--- src/rtl/ha1588_pkg.sv ---
// Shared definitions for the IEEE 1588 hardware-assist core: register map,
// control/status bit positions, RTC constants and the timestamp entry layout.
package ha1588_pkg;

  localparam logic [7:0] ADDR_CTRL      = 8'h00;
  localparam logic [7:0] ADDR_STATUS    = 8'h04;
  localparam logic [7:0] ADDR_SEC_H     = 8'h08;
  localparam logic [7:0] ADDR_SEC_L     = 8'h0C;
  localparam logic [7:0] ADDR_NS        = 8'h10;
  localparam logic [7:0] ADDR_PERIOD    = 8'h14;
  localparam logic [7:0] ADDR_ADJ       = 8'h18;
  localparam logic [7:0] ADDR_RX_SEC_H  = 8'h20;
  localparam logic [7:0] ADDR_RX_SEC_L  = 8'h24;
  localparam logic [7:0] ADDR_RX_NS     = 8'h28;
  localparam logic [7:0] ADDR_RX_INFO   = 8'h2C;
  localparam logic [7:0] ADDR_TX_SEC_H  = 8'h30;
  localparam logic [7:0] ADDR_TX_SEC_L  = 8'h34;
  localparam logic [7:0] ADDR_TX_NS     = 8'h38;
  localparam logic [7:0] ADDR_TX_INFO   = 8'h3C;

  localparam int CTRL_LOAD_TIME   = 0;
  localparam int CTRL_LOAD_PERIOD = 1;
  localparam int CTRL_ADJ_TIME    = 2;
  localparam int CTRL_SNAPSHOT    = 3;
  localparam int CTRL_RX_POP      = 4;
  localparam int CTRL_TX_POP      = 5;

  localparam int STAT_RX_NE  = 0;
  localparam int STAT_TX_NE  = 1;
  localparam int STAT_RX_OVF = 2;
  localparam int STAT_TX_OVF = 3;

  localparam logic [31:0] NS_PER_SEC    = 32'd1_000_000_000;
  localparam logic [15:0] PTP_ETHERTYPE = 16'h88F7;

  // 98-bit entry: nanoseconds never exceed 10^9, so 30 bits suffice
  typedef struct packed {
    logic [47:0] sec;
    logic [29:0] ns;
    logic [15:0] seq_id;
    logic [3:0]  msg_type;
  } ts_entry_t;

  function automatic logic [31:0] info_word(input ts_entry_t e);
    return {e.seq_id, 8'h00, e.msg_type, 4'h0};
  endfunction

endpackage

--- src/rtl/ha1588_tsu.sv ---
// Timestamp unit for one GMII direction: PTP event frame parser feeding a
// small FIFO of {sec, ns, seqId, msgType} entries.
module ha1588_tsu
  import ha1588_pkg::*;
#(
  parameter int FIFO_DEPTH = 4
) (
  input  logic        clk,
  input  logic        rst,
  input  logic        gmii_ctrl,
  input  logic [7:0]  gmii_data,
  input  logic [47:0] rtc_sec,
  input  logic [29:0] rtc_ns,
  input  logic        pop,
  input  logic        clr_ovf,
  output ts_entry_t   head,
  output logic        nonempty,
  output logic        ovf
);

  localparam int AW = (FIFO_DEPTH > 1) ? $clog2(FIFO_DEPTH) : 1;
  localparam logic [AW:0]   CNT_FULL = (AW+1)'(FIFO_DEPTH);
  localparam logic [AW:0]   CNT_ONE  = (AW+1)'(1);
  localparam logic [AW-1:0] PTR_ONE  = AW'(1);

  typedef enum logic [1:0] {IDLE, PREAMBLE, SFD, BODY} state_t;

  state_t      state, state_nxt;
  logic        sfd_hit, body_byte, push;
  logic [5:0]  byte_cnt;
  logic        ev_ok;
  logic [3:0]  msg_type;
  logic [7:0]  seq_hi;
  logic [47:0] ts_sec;
  logic [29:0] ts_ns;

  always_ff @(posedge clk or negedge rst) begin
    if (!rst) state <= IDLE;
    else      state <= state_nxt;
  end

  always_comb begin
    state_nxt = state;
    sfd_hit   = 1'b0;
    body_byte = 1'b0;
    if (!gmii_ctrl) begin
      state_nxt = IDLE;
    end else begin
      case (state)
        IDLE:     if (gmii_data == 8'h55) state_nxt = PREAMBLE;
        PREAMBLE: state_nxt = (gmii_data == 8'h55) ? SFD : IDLE;
        SFD: begin
          if (gmii_data == 8'hD5) begin
            state_nxt = BODY;
            sfd_hit   = 1'b1;
          end else if (gmii_data != 8'h55) begin
            state_nxt = IDLE;
          end
        end
        BODY:     body_byte = 1'b1;
        default:  state_nxt = IDLE;
      endcase
    end
  end

  // ev_ok starts optimistic at the SFD and is knocked down by any header byte that disqualifies the frame
  always_ff @(posedge clk or negedge rst) begin
    if (!rst) begin
      byte_cnt <= '0;
      ev_ok    <= 1'b0;
    end else if (sfd_hit) begin
      byte_cnt <= '0;
      ev_ok    <= 1'b1;
    end else if (body_byte) begin
      if (byte_cnt != 6'h3F) byte_cnt <= byte_cnt + 6'd1;
      if ((byte_cnt == 6'd12 && gmii_data != PTP_ETHERTYPE[15:8]) ||
          (byte_cnt == 6'd13 && gmii_data != PTP_ETHERTYPE[7:0])  ||
          (byte_cnt == 6'd14 && gmii_data[3:0] >= 4'd4))
        ev_ok <= 1'b0;
    end
  end

  always_ff @(posedge clk) begin
    if (sfd_hit) begin
      ts_sec <= rtc_sec;
      ts_ns  <= rtc_ns;
    end
    if (body_byte && byte_cnt == 6'd14) msg_type <= gmii_data[3:0];
    if (body_byte && byte_cnt == 6'd44) seq_hi   <= gmii_data;
  end

  assign push = body_byte && (byte_cnt == 6'd45) && ev_ok;

  ts_entry_t       mem [FIFO_DEPTH];
  logic [AW-1:0]   wr_ptr, rd_ptr;
  logic [AW:0]     count;
  logic            full, do_push, do_pop;

  assign full     = (count == CNT_FULL);
  assign nonempty = (count != '0);
  assign do_pop   = pop && nonempty;
  assign do_push  = push && (!full || do_pop);

  always_ff @(posedge clk or negedge rst) begin
    if (!rst) begin
      wr_ptr <= '0;
      rd_ptr <= '0;
      count  <= '0;
      ovf    <= 1'b0;
    end else begin
      if (do_push) wr_ptr <= wr_ptr + PTR_ONE;
      if (do_pop)  rd_ptr <= rd_ptr + PTR_ONE;
      case ({do_push, do_pop})
        2'b10:   count <= count + CNT_ONE;
        2'b01:   count <= count - CNT_ONE;
        default: count <= count;
      endcase
      if (push && !do_push) ovf <= 1'b1;
      else if (clr_ovf)     ovf <= 1'b0;
    end
  end

  always_ff @(posedge clk) begin
    if (do_push) mem[wr_ptr] <= '{sec: ts_sec, ns: ts_ns, seq_id: {seq_hi, gmii_data}, msg_type: msg_type};
  end

  assign head = nonempty ? mem[rd_ptr] : '0;

endmodule

--- src/rtl/ha1588_core.sv ---
// IEEE 1588 hardware-assist core: fractional-period RTC with load/adjust,
// register bank, and one timestamp unit per GMII direction.
module ha1588_core
  import ha1588_pkg::*;
#(
  parameter int          FIFO_DEPTH = 4,
  parameter logic [31:0] PERIOD_RST = 32'h0800_0000
) (
  input  logic        clk,
  input  logic        rst,
  input  logic        wr_in,
  input  logic        rd_in,
  input  logic [7:0]  addr_in,
  input  logic [31:0] data_in,
  output logic [31:0] data_out,
  output logic [31:0] rtc_time_ptp_ns,
  output logic [47:0] rtc_time_ptp_sec,
  input  logic        rx_gmii_ctrl,
  input  logic [7:0]  rx_gmii_data,
  input  logic        tx_gmii_ctrl,
  input  logic [7:0]  tx_gmii_data
);

  logic [47:0]        sec_q, snap_sec;
  logic [31:0]        ns_q, snap_ns;
  logic [23:0]        frac_q;
  logic [31:0]        period_q, period_stg;
  logic [15:0]        sec_h_stg;
  logic [31:0]        sec_l_stg, ns_stg;
  logic signed [31:0] adj_q;

  logic wr_ctrl, ld_time, ld_period, adj_time, snapshot, rx_pop, tx_pop;
  logic wr_stat, rx_clr, tx_clr;

  assign wr_ctrl   = wr_in && (addr_in == ADDR_CTRL);
  assign ld_time   = wr_ctrl && data_in[CTRL_LOAD_TIME];
  assign ld_period = wr_ctrl && data_in[CTRL_LOAD_PERIOD];
  assign adj_time  = wr_ctrl && data_in[CTRL_ADJ_TIME];
  assign snapshot  = wr_ctrl && data_in[CTRL_SNAPSHOT];
  assign rx_pop    = wr_ctrl && data_in[CTRL_RX_POP];
  assign tx_pop    = wr_ctrl && data_in[CTRL_TX_POP];
  assign wr_stat   = wr_in && (addr_in == ADDR_STATUS);
  assign rx_clr    = wr_stat && data_in[STAT_RX_OVF];
  assign tx_clr    = wr_stat && data_in[STAT_TX_OVF];

  logic [24:0]        frac_sum;
  logic [31:0]        ns_inc, ns_norm, ns_nxt;
  logic [47:0]        sec_norm, sec_nxt;
  logic signed [33:0] adj_sum;

  // The adjustment rides on top of this cycle's normal increment so no period is lost
  always_comb begin
    frac_sum = {1'b0, frac_q} + {1'b0, period_q[23:0]};
    ns_inc   = ns_q + {24'h0, period_q[31:24]} + {31'h0, frac_sum[24]};
    ns_norm  = ns_inc;
    sec_norm = sec_q;
    if (ns_inc >= NS_PER_SEC) begin
      ns_norm  = ns_inc - NS_PER_SEC;
      sec_norm = sec_q + 48'd1;
    end
    adj_sum = $signed({2'b00, ns_norm}) + $signed({{2{adj_q[31]}}, adj_q});
    ns_nxt  = ns_norm;
    sec_nxt = sec_norm;
    if (adj_time) begin
      ns_nxt = adj_sum[31:0];
      if (adj_sum >= $signed({2'b00, NS_PER_SEC})) begin
        ns_nxt  = adj_sum[31:0] - NS_PER_SEC;
        sec_nxt = sec_norm + 48'd1;
      end else if (adj_sum < 34'sd0) begin
        ns_nxt  = adj_sum[31:0] + NS_PER_SEC;
        sec_nxt = sec_norm - 48'd1;
      end
    end
  end

  always_ff @(posedge clk or negedge rst) begin
    if (!rst) begin
      sec_q    <= '0;
      ns_q     <= '0;
      frac_q   <= '0;
      period_q <= PERIOD_RST;
    end else begin
      if (ld_time) begin
        sec_q  <= {sec_h_stg, sec_l_stg};
        ns_q   <= ns_stg;
        frac_q <= '0;
      end else begin
        sec_q  <= sec_nxt;
        ns_q   <= ns_nxt;
        frac_q <= frac_sum[23:0];
      end
      if (ld_period) period_q <= period_stg;
    end
  end

  always_ff @(posedge clk or negedge rst) begin
    if (!rst) begin
      sec_h_stg  <= '0;
      sec_l_stg  <= '0;
      ns_stg     <= '0;
      period_stg <= '0;
      adj_q      <= '0;
      snap_sec   <= '0;
      snap_ns    <= '0;
    end else begin
      if (wr_in && addr_in == ADDR_SEC_H)  sec_h_stg  <= data_in[15:0];
      if (wr_in && addr_in == ADDR_SEC_L)  sec_l_stg  <= data_in;
      if (wr_in && addr_in == ADDR_NS)     ns_stg     <= data_in;
      if (wr_in && addr_in == ADDR_PERIOD) period_stg <= data_in;
      if (wr_in && addr_in == ADDR_ADJ)    adj_q      <= $signed(data_in);
      if (snapshot) begin
        snap_sec <= sec_q;
        snap_ns  <= ns_q;
      end
    end
  end

  assign rtc_time_ptp_ns  = ns_q;
  assign rtc_time_ptp_sec = sec_q;

  ts_entry_t rx_head, tx_head;
  logic      rx_ne, tx_ne, rx_ovf, tx_ovf;

  ha1588_tsu #(.FIFO_DEPTH(FIFO_DEPTH)) u_rx_tsu (
    .clk(clk), .rst(rst), .gmii_ctrl(rx_gmii_ctrl), .gmii_data(rx_gmii_data),
    .rtc_sec(sec_q), .rtc_ns(ns_q[29:0]), .pop(rx_pop), .clr_ovf(rx_clr),
    .head(rx_head), .nonempty(rx_ne), .ovf(rx_ovf)
  );

  ha1588_tsu #(.FIFO_DEPTH(FIFO_DEPTH)) u_tx_tsu (
    .clk(clk), .rst(rst), .gmii_ctrl(tx_gmii_ctrl), .gmii_data(tx_gmii_data),
    .rtc_sec(sec_q), .rtc_ns(ns_q[29:0]), .pop(tx_pop), .clr_ovf(tx_clr),
    .head(tx_head), .nonempty(tx_ne), .ovf(tx_ovf)
  );

  logic [31:0] rd_mux;

  always_comb begin
    rd_mux = '0;
    case (addr_in)
      ADDR_STATUS:   rd_mux = {28'h0, tx_ovf, rx_ovf, tx_ne, rx_ne};
      ADDR_SEC_H:    rd_mux = {16'h0, snap_sec[47:32]};
      ADDR_SEC_L:    rd_mux = snap_sec[31:0];
      ADDR_NS:       rd_mux = snap_ns;
      ADDR_PERIOD:   rd_mux = period_q;
      ADDR_ADJ:      rd_mux = adj_q;
      ADDR_RX_SEC_H: rd_mux = {16'h0, rx_head.sec[47:32]};
      ADDR_RX_SEC_L: rd_mux = rx_head.sec[31:0];
      ADDR_RX_NS:    rd_mux = {2'b00, rx_head.ns};
      ADDR_RX_INFO:  rd_mux = info_word(rx_head);
      ADDR_TX_SEC_H: rd_mux = {16'h0, tx_head.sec[47:32]};
      ADDR_TX_SEC_L: rd_mux = tx_head.sec[31:0];
      ADDR_TX_NS:    rd_mux = {2'b00, tx_head.ns};
      ADDR_TX_INFO:  rd_mux = info_word(tx_head);
      default:       rd_mux = '0;
    endcase
  end

  always_ff @(posedge clk or negedge rst) begin
    if (!rst)       data_out <= '0;
    else if (rd_in) data_out <= rd_mux;
  end

endmodule

--- config.mk ---
export PLATFORM = sky130hd
export DESIGN_NAME = ha1588_core
export DESIGN_NICKNAME = d
export VERILOG_FILES = /design/src/rtl/ha1588_pkg.sv /design/src/rtl/ha1588_tsu.sv /design/src/rtl/ha1588_core.sv
export SDC_FILE = /design/constraint.sdc
export NUM_CORES = 2
export LEC_CHECK = 0
export BUFFER_PORTS_ARGS = -buffer_cell sky130_fd_sc_hd__buf_2
export CAP_MARGIN = 20
export CORE_MARGIN = 5
export CORE_UTILIZATION = 50
export DETAILED_ROUTE_END_ITERATION = 8
export PLACE_DENSITY = 0.65
export SETUP_SLACK_MARGIN = 0.02
export SLEW_MARGIN = 10
export SYNTH_ARGS = -nofsm -noshare
export SYNTH_HDL_FRONTEND = slang
export SYNTH_SLANG_ARGS = --single-unit
--- constraint.sdc ---
create_clock -name clk -period 23.3 [get_ports clk]
set_clock_uncertainty 0.05 [all_clocks]
set_input_delay 1.165 -clock clk [delete_from_list [all_inputs] [get_ports clk]]
set_output_delay 1.165 -clock clk [all_outputs]
set_load 0.02 [all_outputs]
==> flow_summary.json <==
{
  "slew_headroom_pct": 22.9,
  "powerDensity_nw_per_um2": 98.7,
  "grt_pass1_wl_um": 281000,
  "dr.pass1.iters": 8,
  "grt-ovfl-total": 0,
  "cts.reportedPaths.clkPinSlew_ps": 60,
  "final-setup-viol-count": 0,
  "coreArea_um2": 125000,
  "grt_usage_pct": 29.1,
  "p_leak_nw": 25.7,
  "cts_hold_buffers": 0,
  "critPathSlowestCell": "a31oi_1",
  "drc_errors": 0,
  "required_ps": 23890,
  "end_kind": "flop",
  "drive_gt1_share_pct": 22.2,
  "grt_max_degree": 148,
  "drtIter0Drc": 5164,
  "worst_slew_pin_slew_ps": 1160,
  "cts_max_path_buffers": 3,
  "hold_class": "in -> async",
  "detail-route-antenna-nets": 0,
  "die_w_um": 365,
  "crit_type": "reg -> reg",
  "dieArea_um2": 133000,
  "grt_pass1_vias": 39686,
  "cts_buffers": 147,
  "synth_area_leaders": "edfxtp_1, dfrtp_1, mux4_2, mux2_2, xnor2_1",
  "synth-edff-count": 964,
  "ctsHtreeMaxLevel": 4,
  "post-synth-top-count-cell": "edfxtp_1",
  "synth_top_area_cell": "edfxtp_1",
  "critPathMaxFanout": 34,
  "cts_tree": "built",
  "regArea_um2": 39600,
  "synth_commonest_cells": "edfxtp_1, dfrtp_1, nor2_1, mux2_2, nand2_1",
  "rows": 130,
  "syn-cell-area_um2": 63000,
  "final_core_util_pct": 56.4,
  "yosysSeqAreaShare_pct": 62.9,
  "syn_to_final_growth_pct": 12.2,
  "root_buffer": "clkbuf_16",
  "wl_per_cell_um": 30.5,
  "hpwl_um": 131000,
  "start_util_pct": 50.2,
  "routabilityCongestion": 1.01,
  "nFillCells": 10014,
  "async_flop_share_pct": 30.6,
  "final_cells": 6385,
  "yosysTopAreaCellShare_pct": 45.9,
  "cp.arrival_ps": 14880,
  "irDropWorstVdd_uv": 76.6,
  "period_share_pct": 61.4,
  "synth_seq_cells": 1390,
  "syn_area_per_cell_um2": 14.2,
  "min_period_ps": 14290,
  "hold_viol_final": 0,
  "rsz0062_at_grt": "false",
  "die_y_um": 365,
  "postCtsResizedCells": 0,
  "outcome": "finished clean",
  "max_stage_delay_ps": 680,
  "path_buf_inv": 2,
  "postCtsSetupRepairBufs": 0,
  "clock_sinks": 1390,
  "synth.distinct_cells": 120,
  "antenna_found_initial": 17,
  "wl_um": 195000,
  "via_per_inst": 6.44,
  "setup_slack_ps": 9010,
  "crit_path_frequent_cell": "a21oi_1",
  "synthCells": 4446,
  "synth_warnings": 0,
  "cp-start-kind": "flop",
  "multi_input_area_um2": 22200,
  "io_pins": 174,
  "placed_cells_incl_taps": 6114,
  "io_buffers": 173,
  "preCtsSetupSlack_ps": 9260,
  "timing.fmax_mhz": 70.0,
  "setup_tns_ps": 0,
  "slew_viol_final": 0,
  "finalPower_mw": 6.97,
  "vias": 41130,
  "crit_family": "compound AO/OA/AOI/OAI gates",
  "ys.flop_type": "edfxtp_1",
  "insertion_delay_ps": 790,
  "syn_nets": 4608,
  "maxCapViolCount": 0,
  "nets": 4776
}
final timing paths:
path	startpoint	depth (start not counted)	slack, ps	end
max in group asynchronous	rst	3	20520	snap_sec[46]
min in group clk	sec_l_stg[10]	2	420	rtc_time_ptp_sec[10]
min	rst	1	380	data_out[25]
max reg2reg	period_q[0]	46	9010	rtc_time_ptp_sec[42]
max	period_q[0]	46	9010	rtc_time_ptp_sec[42]
min reg2reg	sec_l_stg[10]	2	420	rtc_time_ptp_sec[10]
worst register-to-register path, delay by kind of cell (launching register included):
family          cells  cell delay, ps
xor+xnor            2             380
simple gates       10            2640
fa+ha+maj           5            1680
flops               1             390
compound gates     27            8220
buf+inv             2             830
per-stage QoR:
| stage | area [µm²] | hold slack (ps) |
|---|---|---|
| detailed placement | 65800 | 408 |
| finish | 70700 | 379 |
| global placement | 65800 | 405 |
| global route | 70700 | 410 |
| CTS | 70700 | 370 |
| floorplan | 63000 | 393 |
cell type report:
cell class              instances  share of cell area (%)
flip-flops and latches       1390                    56.1
multi-input cells            2711                    31.4
clock buffers                 203                    5.82
well taps                    1650                    2.92
repair buffers                263                    2.22
clock inverters                64                    1.02
inverters                     101                   0.536
diodes                          3                  0.0106
layout by cell type, fill, tap and decap left out, types with 19 or more instances in the layout:
master,instances
edfxtp_1,964
dfrtp_1,421
nor2_1,288
mux2_2,274
nand2_1,265
mux4_2,196
a21oi_1,179
buf_2,171
clkbuf_16,151
xnor2_1,141
o21ai_0,139
inv_1,101
ha_1,94
buf_4,89
xor2_1,85
nor3_1,80
nand3_1,76
o22ai_1,76
a22oi_1,68
nand4_1,57
a31oi_1,48
nor4_1,38
and3_1,38
clkbuf_1,38
mux2i_1,35
a21o_1,32
or3_1,31
and2_1,30
o211ai_1,27
o21a_1,19
routing by layer:
layer	up-vias	share of wire, %	track usage, %
met5	-	0.0067	0
met4	2	3.7	9.81
met3	335	8.4	5.82
met2	1968	46	44.8
met1	21305	42	42.0
li1	17520	-	-
state kept, by name, indices dropped and copies added, names as in the netlist, 32 cells and up:
signal	flops
snap_ns	32
period_q	32
u_rx_tsu.ts_sec	48
data_out	32
rtc_time_ptp_ns	32
u_tx_tsu.mem	392
u_rx_tsu.mem	392
ns_stg	32
adj_q	32
period_stg	32
sec_l_stg	32
u_tx_tsu.ts_sec	48
snap_sec	48
rtc_time_ptp_sec	48
cells by family (layout without fill, tap and decap cells):
group,count (synthesis),count (layout),synth area share (%)
buffers and inverters,345,631,2.11
xor gates and xnor gates,227,227,3.16
AOI/OAI and AO/OA,822,822,8.94
DFF,1390,1390,62.9
muxes,506,506,12.5
other,0,3,0
and+or+nand+nor,1056,1056,8.40
adders and majority gates,100,100,2.06
power by group:
group          switching (mW)  internal, mW
sequential              0.189          2.71
combinational            1.16         0.591
clock                   0.991          1.34
No activity file was read; power rests on OpenSTA's default activity.
